[src/rtl/idex_hazard_reg_pkg.sv]
// Shared pipeline definitions: widths, ALU opcodes, ID/EX FSM encoding and the bubble control vector.
package pipe_pkg;
  localparam int DATA_W = 16;
  localparam int REG_W  = 4;

  localparam logic [3:0] ALU_ADD = 4'd0;
  localparam logic [3:0] ALU_SUB = 4'd1;
  localparam logic [3:0] ALU_AND = 4'd2;
  localparam logic [3:0] ALU_OR  = 4'd3;
  localparam logic [3:0] ALU_SLT = 4'd4;

  // State records where the current ID/EX contents came from
  typedef enum logic [1:0] {
    RUN    = 2'b00,
    BUBBLE = 2'b01,
    FLUSH  = 2'b10
  } state_e;

  typedef struct packed {
    logic reg_write;
    logic mem_read;
    logic mem_write;
    logic mem_to_reg;
  } ctrl_t;

  localparam ctrl_t CTRL_BUBBLE = ctrl_t'(4'b0000);

  typedef enum logic [1:0] {
    LD_HOLD   = 2'd0,
    LD_BUBBLE = 2'd1,
    LD_FIELDS = 2'd2
  } ld_e;
endpackage

[src/rtl/idex_hazard_reg_if.sv]
// ID-stage inputs, ID/EX register outputs and hazard-control outputs of the ID/EX stage.
interface idex_hazard_reg_if #(
  parameter int DATA_W = 16,
  parameter int REG_W  = 4,
  parameter int CNT_W  = 16
);
  logic              mem_stall, ex_branch_taken;
  logic              id_valid;
  logic [REG_W-1:0]  id_rs, id_rt, id_rd;
  logic              id_uses_rs, id_uses_rt, id_is_store;
  logic [DATA_W-1:0] id_rs_data, id_rt_data, id_imm;
  logic [3:0]        id_alu_op;
  logic              id_reg_write, id_mem_read, id_mem_write, id_mem_to_reg;

  logic              idex_valid;
  logic [REG_W-1:0]  idex_rs, idex_rt, idex_rd;
  logic [DATA_W-1:0] idex_rs_data, idex_rt_data, idex_imm;
  logic [3:0]        idex_alu_op;
  logic              idex_reg_write, idex_mem_read, idex_mem_write, idex_mem_to_reg;
  logic              pc_write, ifid_write, ifid_flush, load_use;
  logic [CNT_W-1:0]  stall_count;

  modport master (
    output mem_stall, ex_branch_taken, id_valid, id_rs, id_rt, id_rd,
           id_uses_rs, id_uses_rt, id_is_store, id_rs_data, id_rt_data, id_imm,
           id_alu_op, id_reg_write, id_mem_read, id_mem_write, id_mem_to_reg,
    input  idex_valid, idex_rs, idex_rt, idex_rd, idex_rs_data, idex_rt_data,
           idex_imm, idex_alu_op, idex_reg_write, idex_mem_read, idex_mem_write,
           idex_mem_to_reg, pc_write, ifid_write, ifid_flush, load_use, stall_count
  );

  modport slave (
    input  mem_stall, ex_branch_taken, id_valid, id_rs, id_rt, id_rd,
           id_uses_rs, id_uses_rt, id_is_store, id_rs_data, id_rt_data, id_imm,
           id_alu_op, id_reg_write, id_mem_read, id_mem_write, id_mem_to_reg,
    output idex_valid, idex_rs, idex_rt, idex_rd, idex_rs_data, idex_rt_data,
           idex_imm, idex_alu_op, idex_reg_write, idex_mem_read, idex_mem_write,
           idex_mem_to_reg, pc_write, ifid_write, ifid_flush, load_use, stall_count
  );
endinterface

[src/rtl/idex_hazard_reg_load_use_detect.sv]
// Load-use hazard equation: a load in ID/EX whose destination is read by the instruction in ID.
module load_use_detect #(
  parameter int REG_W = 4
) (
  input  logic             idex_valid,
  input  logic             idex_mem_read,
  input  logic [REG_W-1:0] idex_rd,
  input  logic             id_valid,
  input  logic [REG_W-1:0] id_rs,
  input  logic [REG_W-1:0] id_rt,
  input  logic             id_uses_rs,
  input  logic             id_uses_rt,
  input  logic             id_is_store,
  output logic             load_use
);
  logic h_rs, h_rt;

  assign h_rs = id_uses_rs && (id_rs == idex_rd);
  // Store data reaches MEM through MEM-to-MEM forwarding, so rt of a store never stalls
  assign h_rt = id_uses_rt && (id_rt == idex_rd) && !id_is_store;

  assign load_use = idex_valid && idex_mem_read && (idex_rd != '0) && id_valid && (h_rs || h_rt);
endmodule

[src/rtl/idex_hazard_reg.sv]
// ID/EX pipeline register with load-use bubble insertion, branch squash, memory freeze and stall counter.
module idex_hazard_reg #(
  parameter int DATA_W = 16,
  parameter int REG_W  = 4,
  parameter int CNT_W  = 16
) (
  input  logic             clk,
  input  logic             rst_n,
  idex_hazard_reg_if.slave bus
);
  import pipe_pkg::*;

  localparam logic [CNT_W-1:0] CNT_MAX = '1;

  state_e state, state_d;
  ld_e    ld_sel;
  logic   cnt_inc;
  logic   hazard;

  load_use_detect #(.REG_W(REG_W)) u_lud (
    .idex_valid   (bus.idex_valid),
    .idex_mem_read(bus.idex_mem_read),
    .idex_rd      (bus.idex_rd),
    .id_valid     (bus.id_valid),
    .id_rs        (bus.id_rs),
    .id_rt        (bus.id_rt),
    .id_uses_rs   (bus.id_uses_rs),
    .id_uses_rt   (bus.id_uses_rt),
    .id_is_store  (bus.id_is_store),
    .load_use     (hazard)
  );

  assign bus.load_use = hazard;

  always_ff @(posedge clk) begin
    if (!rst_n) state <= BUBBLE;
    else        state <= state_d;
  end

  always_comb begin
    state_d = state;
    if (bus.mem_stall)            state_d = state;
    else if (bus.ex_branch_taken) state_d = FLUSH;
    else if (hazard)              state_d = BUBBLE;
    else                          state_d = RUN;
  end

  // A branch squashes the dependent instruction, so it outranks the load-use stall
  always_comb begin
    bus.pc_write   = 1'b1;
    bus.ifid_write = 1'b1;
    bus.ifid_flush = 1'b0;
    ld_sel         = LD_FIELDS;
    cnt_inc        = 1'b0;
    if (bus.mem_stall) begin
      bus.pc_write   = 1'b0;
      bus.ifid_write = 1'b0;
      ld_sel         = LD_HOLD;
    end else if (bus.ex_branch_taken) begin
      bus.ifid_flush = 1'b1;
      ld_sel         = LD_BUBBLE;
    end else if (hazard) begin
      bus.pc_write   = 1'b0;
      bus.ifid_write = 1'b0;
      ld_sel         = LD_BUBBLE;
      cnt_inc        = 1'b1;
    end
  end

  always_ff @(posedge clk) begin
    if (!rst_n || ld_sel == LD_BUBBLE) begin
      bus.idex_valid   <= 1'b0;
      bus.idex_rs      <= {REG_W{1'b0}};
      bus.idex_rt      <= {REG_W{1'b0}};
      bus.idex_rd      <= {REG_W{1'b0}};
      bus.idex_rs_data <= {DATA_W{1'b0}};
      bus.idex_rt_data <= {DATA_W{1'b0}};
      bus.idex_imm     <= {DATA_W{1'b0}};
      bus.idex_alu_op  <= 4'd0;
      {bus.idex_reg_write, bus.idex_mem_read, bus.idex_mem_write, bus.idex_mem_to_reg} <= CTRL_BUBBLE;
    end else if (ld_sel == LD_FIELDS) begin
      bus.idex_valid      <= bus.id_valid;
      bus.idex_rs         <= bus.id_rs;
      bus.idex_rt         <= bus.id_rt;
      bus.idex_rd         <= bus.id_rd;
      bus.idex_rs_data    <= bus.id_rs_data;
      bus.idex_rt_data    <= bus.id_rt_data;
      bus.idex_imm        <= bus.id_imm;
      bus.idex_alu_op     <= bus.id_alu_op;
      bus.idex_reg_write  <= bus.id_reg_write;
      bus.idex_mem_read   <= bus.id_mem_read;
      bus.idex_mem_write  <= bus.id_mem_write;
      bus.idex_mem_to_reg <= bus.id_mem_to_reg;
    end
  end

  always_ff @(posedge clk) begin
    if (!rst_n)                               bus.stall_count <= {CNT_W{1'b0}};
    else if (cnt_inc && bus.stall_count != CNT_MAX) bus.stall_count <= bus.stall_count + CNT_W'(1);
  end
endmodule
[src/flat_wrapper.sv]
// flat-port wrapper written by rule: the top's interface ports become plain ports
module idex_hazard_reg_flat import pipe_pkg::*;
#(
  parameter int DATA_W = 16,
  parameter int REG_W  = 4,
  parameter int CNT_W  = 16
)
  (clk, rst_n, bus_mem_stall, bus_ex_branch_taken, bus_id_valid, bus_id_rs, bus_id_rt, bus_id_rd, bus_id_uses_rs, bus_id_uses_rt, bus_id_is_store, bus_id_rs_data, bus_id_rt_data, bus_id_imm, bus_id_alu_op, bus_id_reg_write, bus_id_mem_read, bus_id_mem_write, bus_id_mem_to_reg, bus_idex_valid, bus_idex_rs, bus_idex_rt, bus_idex_rd, bus_idex_rs_data, bus_idex_rt_data, bus_idex_imm, bus_idex_alu_op, bus_idex_reg_write, bus_idex_mem_read, bus_idex_mem_write, bus_idex_mem_to_reg, bus_pc_write, bus_ifid_write, bus_ifid_flush, bus_load_use, bus_stall_count);
  idex_hazard_reg_if #(.DATA_W(DATA_W), .REG_W(REG_W), .CNT_W(CNT_W)) bus_i ();
  input  logic clk;
  input  logic rst_n;
  input wire logic [$bits(bus_i.mem_stall)-1:0] bus_mem_stall;
  input wire logic [$bits(bus_i.ex_branch_taken)-1:0] bus_ex_branch_taken;
  input wire logic [$bits(bus_i.id_valid)-1:0] bus_id_valid;
  input wire logic [$bits(bus_i.id_rs)-1:0] bus_id_rs;
  input wire logic [$bits(bus_i.id_rt)-1:0] bus_id_rt;
  input wire logic [$bits(bus_i.id_rd)-1:0] bus_id_rd;
  input wire logic [$bits(bus_i.id_uses_rs)-1:0] bus_id_uses_rs;
  input wire logic [$bits(bus_i.id_uses_rt)-1:0] bus_id_uses_rt;
  input wire logic [$bits(bus_i.id_is_store)-1:0] bus_id_is_store;
  input wire logic [$bits(bus_i.id_rs_data)-1:0] bus_id_rs_data;
  input wire logic [$bits(bus_i.id_rt_data)-1:0] bus_id_rt_data;
  input wire logic [$bits(bus_i.id_imm)-1:0] bus_id_imm;
  input wire logic [$bits(bus_i.id_alu_op)-1:0] bus_id_alu_op;
  input wire logic [$bits(bus_i.id_reg_write)-1:0] bus_id_reg_write;
  input wire logic [$bits(bus_i.id_mem_read)-1:0] bus_id_mem_read;
  input wire logic [$bits(bus_i.id_mem_write)-1:0] bus_id_mem_write;
  input wire logic [$bits(bus_i.id_mem_to_reg)-1:0] bus_id_mem_to_reg;
  output wire logic [$bits(bus_i.idex_valid)-1:0] bus_idex_valid;
  output wire logic [$bits(bus_i.idex_rs)-1:0] bus_idex_rs;
  output wire logic [$bits(bus_i.idex_rt)-1:0] bus_idex_rt;
  output wire logic [$bits(bus_i.idex_rd)-1:0] bus_idex_rd;
  output wire logic [$bits(bus_i.idex_rs_data)-1:0] bus_idex_rs_data;
  output wire logic [$bits(bus_i.idex_rt_data)-1:0] bus_idex_rt_data;
  output wire logic [$bits(bus_i.idex_imm)-1:0] bus_idex_imm;
  output wire logic [$bits(bus_i.idex_alu_op)-1:0] bus_idex_alu_op;
  output wire logic [$bits(bus_i.idex_reg_write)-1:0] bus_idex_reg_write;
  output wire logic [$bits(bus_i.idex_mem_read)-1:0] bus_idex_mem_read;
  output wire logic [$bits(bus_i.idex_mem_write)-1:0] bus_idex_mem_write;
  output wire logic [$bits(bus_i.idex_mem_to_reg)-1:0] bus_idex_mem_to_reg;
  output wire logic [$bits(bus_i.pc_write)-1:0] bus_pc_write;
  output wire logic [$bits(bus_i.ifid_write)-1:0] bus_ifid_write;
  output wire logic [$bits(bus_i.ifid_flush)-1:0] bus_ifid_flush;
  output wire logic [$bits(bus_i.load_use)-1:0] bus_load_use;
  output wire logic [$bits(bus_i.stall_count)-1:0] bus_stall_count;
  assign bus_i.mem_stall = bus_mem_stall;
  assign bus_i.ex_branch_taken = bus_ex_branch_taken;
  assign bus_i.id_valid = bus_id_valid;
  assign bus_i.id_rs = bus_id_rs;
  assign bus_i.id_rt = bus_id_rt;
  assign bus_i.id_rd = bus_id_rd;
  assign bus_i.id_uses_rs = bus_id_uses_rs;
  assign bus_i.id_uses_rt = bus_id_uses_rt;
  assign bus_i.id_is_store = bus_id_is_store;
  assign bus_i.id_rs_data = bus_id_rs_data;
  assign bus_i.id_rt_data = bus_id_rt_data;
  assign bus_i.id_imm = bus_id_imm;
  assign bus_i.id_alu_op = bus_id_alu_op;
  assign bus_i.id_reg_write = bus_id_reg_write;
  assign bus_i.id_mem_read = bus_id_mem_read;
  assign bus_i.id_mem_write = bus_id_mem_write;
  assign bus_i.id_mem_to_reg = bus_id_mem_to_reg;
  assign bus_idex_valid = bus_i.idex_valid;
  assign bus_idex_rs = bus_i.idex_rs;
  assign bus_idex_rt = bus_i.idex_rt;
  assign bus_idex_rd = bus_i.idex_rd;
  assign bus_idex_rs_data = bus_i.idex_rs_data;
  assign bus_idex_rt_data = bus_i.idex_rt_data;
  assign bus_idex_imm = bus_i.idex_imm;
  assign bus_idex_alu_op = bus_i.idex_alu_op;
  assign bus_idex_reg_write = bus_i.idex_reg_write;
  assign bus_idex_mem_read = bus_i.idex_mem_read;
  assign bus_idex_mem_write = bus_i.idex_mem_write;
  assign bus_idex_mem_to_reg = bus_i.idex_mem_to_reg;
  assign bus_pc_write = bus_i.pc_write;
  assign bus_ifid_write = bus_i.ifid_write;
  assign bus_ifid_flush = bus_i.ifid_flush;
  assign bus_load_use = bus_i.load_use;
  assign bus_stall_count = bus_i.stall_count;
  idex_hazard_reg #(.DATA_W(DATA_W), .REG_W(REG_W), .CNT_W(CNT_W)) u_core (.clk(clk), .rst_n(rst_n), .bus(bus_i));
endmodule
[config.mk]
export PLATFORM = sky130hd
export DESIGN_NAME = idex_hazard_reg_flat
export DESIGN_NICKNAME = d
export VERILOG_FILES = /design/src/rtl/idex_hazard_reg_pkg.sv /design/src/rtl/idex_hazard_reg_if.sv /design/src/rtl/idex_hazard_reg_load_use_detect.sv /design/src/rtl/idex_hazard_reg.sv /design/src/flat_wrapper.sv
export SDC_FILE = /design/constraint.sdc
export NUM_CORES = 1
export LEC_CHECK = 0
export ABC_AREA = 0
export CAP_MARGIN = 20
export CORE_ASPECT_RATIO = 1.4
export CORE_UTILIZATION = 35
export DETAILED_ROUTE_END_ITERATION = 8
export PLACE_DENSITY = 0.72
export SLEW_MARGIN = 10
export SYNTH_ARGS = -nofsm -noshare
export SYNTH_HDL_FRONTEND = slang
export SYNTH_SLANG_ARGS = --single-unit
[constraint.sdc]
create_clock -name clk -period 3.3 [get_ports clk]
set_input_delay 0.825 -clock clk [delete_from_list [all_inputs] [get_ports clk]]
set_output_delay 0.825 -clock clk [all_outputs]
set_load 0.02 [all_outputs]
==> results.py <==
metrics = {
    "sta": {
        "finalSetupViolCount": 0,
        "timing.final.crit_share": 0.949,
        "layout_min_cycle_time_ps": 3130,
        "max_freq_ghz": 0.319,
        "slew-limit-headroom": 0.531,
        "setup_slack_ps": 169,
        "hold_viol_final": 0,
        "rsz0062_at_grt": "no",
        "worst_slew_pin_slew_ps": 701,
        "skew_ps": 6.65,
        "finalMaxSlewViolations": 0,
    },
    "pwr": {
        "finalPower_mw": 2.42,
        "powerDensity_nw_per_um2": 456,
        "leakagePower_nw": 1.94,
        "ir_drop_v": 0.000293,
    },
    "layout": {
        "layout_common_cells": "159 x clkdlybuf4s50_1, 85 x dfxtp_1, 73 x nor2_1, 68 x a22oi_1, 13 x a21oi_1",
        "n_fill_cell": 801,
        "drive_above_1_share": 0.0751,
        "fin_nets": 591,
        "final_core_util": 0.588,
        "final_cells": 626,
        "layout_commonest_cell": "clkdlybuf4s50_1",
        "num_antenna_cells": 0,
        "stdcell_area_um2": 5310,
        "syn2layout_area_growth_pct": 63.7,
    },
    "yosys": {
        "syn_area_per_cell_um2": 9.13,
        "synth-seq-area-share": 0.525,
        "ys_async_sr_fraction": 0,
        "synth-seq-cells": 85,
        "netlist_instances": 355,
        "syn-num-nets": 432,
        "synth-edff-count": 0,
        "ys.flop_type": "dfxtp_1",
        "yosysWarnings": 0,
        "synthesis.area_um2": 3240,
        "ys_types": 41,
    },
    "setup_path": {
        "max_stage_delay_ps": 480,
        "criticalPathCategory": "in -> out",
        "critical_path_buf_inv_count": 5,
        "slowest_stage": "clkdlybuf4s50_1",
        "critPathLaunchType": "primary input",
        "ff2ff_setup_slack_ps": 1080,
        "worstPathCellList": "clkdlybuf4s50_1 -> inv_1 -> o2111ai_1 -> and4b_4 -> nor2_2 -> buf_4 -> inv_1 -> buf_4",
        "cpLargestDelayFamily": "buffers and inverters",
        "r2r-end": "u_core.bus.stall_count[3]",
        "path_max_fanout": 8,
        "cp.arrival_ps": 2310,
        "endpoint_kind": "output pin",
        "required_ps": 2470,
        "rr_worst_depth": 7,
        "r2r-start": "u_core.bus.idex_rd[3]",
    },
    "cts": {
        "cts-root-buf": "clkbuf_16",
        "clkSinkCount": 85,
        "path_clk_slew_ps": 60,
        "h-tree-depth": 3,
        "cts_tree": "yes",
        "clk_path_buf_depth": 2,
        "insertion_delay_ps": 340,
        "postCtsHoldBufs": 0,
        "cts_buffers": 9,
    },
    "routing": {
        "drt-total-wl_um": 9460,
        "drc_errors": 0,
        "antenna_left": 0,
        "avgRoutedWirePerCell_um": 15.1,
        "viasPerCell": 5.26,
        "vias": 3290,
        "drt_iter0_drc": 156,
        "first_pass_iters": 6,
    },
    "die": {
        "die_h_um": 116,
        "dieArea_um2": 9660,
        "coreArea_um2": 9030,
        "io_pins": 165,
        "fp.dieW_um": 83.3,
        "rows": 41,
        "start_util": 0.359,
    },
    "global_route": {
        "overflow": 0,
        "grt_usage": 0.193,
        "grt_max_degree": 70,
        "grt_pass1_wl_um": 14800,
        "antenna_found_initial": 0,
        "grt_pass1_vias": 3073,
    },
    "place": {
        "postPlaceCellArea_um2": 5000,
        "dpl.cell_count": 610,
        "portBuffers": 164,
        "dp_hpwl_um": 6690,
        "place_congestion": 0.775,
        "place_ws_ps": -356,
    },
    "hold_path": {
        "hold_end": "u_core.bus.idex_valid",
        "min_path_type": "reg -> reg",
        "hold_start": "u_core.bus.idex_valid",
        "holdPathStages": 2,
    },
    "run_status": {
        "status": "completed",
    },
    "job": {
        "cap_violations": 0,
    },
}
[power breakdown]
group / total [mW] / switching, mW / internal, mW
clock network: 1.03 / 0.402 / 0.627
logic: 0.313 / 0.142 / 0.171
registers: 1.08 / 0.0195 / 1.06
[repair_timing]
item                                    4_1_cts  5_1_grt
buffers inserted                              0        0
resized for setup                            10        5
gates cloned                                  0        0
pin swaps                                     0        2
endpoints found under the setup margin        3        3
[Yosys cell counts (2+ instances only)]
| library cell | count | area [um^2] |
|---|---|---|
| nor3_1 | 3 | 15.0 |
| nand4_1 | 4 | 25.0 |
| nand2b_1 | 3 | 18.8 |
| or3_1 | 10 | 62.6 |
| nor2_1 | 74 | 278 |
| nor2b_1 | 2 | 12.5 |
| xor2_1 | 5 | 43.8 |
| dfxtp_1 | 85 | 1700 |
| inv_1 | 4 | 15.0 |
| nand3_1 | 10 | 50.1 |
| and4_1 | 4 | 35.0 |
| clkbuf_1 | 20 | 75.1 |
| buf_4 | 2 | 15.0 |
| inv_2 | 2 | 7.51 |
| o21a_1 | 2 | 15.0 |
| a21oi_1 | 13 | 65.1 |
| buf_2 | 4 | 20.0 |
| a22oi_1 | 68 | 510 |
| nand2_1 | 8 | 30.0 |
| o21ai_0 | 11 | 55.1 |
[kinds of logic (layout without fill, tap and decap cells)]
family | after synthesis | count (layout) | share of synthesized area
buffers and inverters | 32 | 196 | 0.0409
AND/OR/NAND/NOR | 128 | 128 | 0.190
XOR/XNOR | 6 | 6 | 0.0162
AO/OA/AOI/OAI | 102 | 102 | 0.221
multiplexers | 1 | 1 | 0.00309
flip-flops | 85 | 85 | 0.525
adder cells (fa/ha/maj) | 1 | 1 | 0.00386
[worst max path at each step]
stage,startpoint,to,slack [ps],cells past startpoint
after floorplan,bus_id_rs[3],bus_pc_write,390,7
after global placement,bus_id_rs[1],bus_ifid_write,-360,8
after detailed placement,bus_id_rs[1],bus_pc_write,-360,8
after CTS,bus_id_rs[0],bus_load_use,5,8
after global routing,bus_id_rs[3],bus_load_use,50,7
final,bus_id_rs[1],bus_load_use,170,8
[tightest hold or removal path, stage by stage (launching register included)]
cell and delay [ps]:
dfxtp_1 320, nand2_1 60, a21oi_1 50
[layout make-up]
| type | count | area [um^2] | area share |
|---|---|---|---|
| flip-flops and latches | 85 | 1700 | 0.321 |
| clock buffers | 11 | 253 | 0.0476 |
| repair buffers | 174 | 1730 | 0.325 |
| multi-input cells | 238 | 1410 | 0.266 |
| clock inverters | 5 | 58.8 | 0.0111 |
| well taps | 107 | 134 | 0.0252 |
| inverters | 6 | 22.5 | 0.00424 |
[metrics by stage]
stage          setup TNS (ps)  hold slack [ps]
2_1_floorplan               0              547
3_3_place_gp            -1040              459
3_5_place_dp            -1050              473
4_1_cts                     0              481
5_1_grt                     0              532
6_report                    0              479
[per-layer routing]
metal | GRT usage | share of wire | wire length, um
met5 | 0 | 0 | 0
met4 | 0.113 | 0.036 | 336
met2 | 0.332 | 0.50 | 4740
met3 | 0.0584 | 0.060 | 568
met1 | 0.211 | 0.40 | 3810
Power figures use the tool's default switching activity.
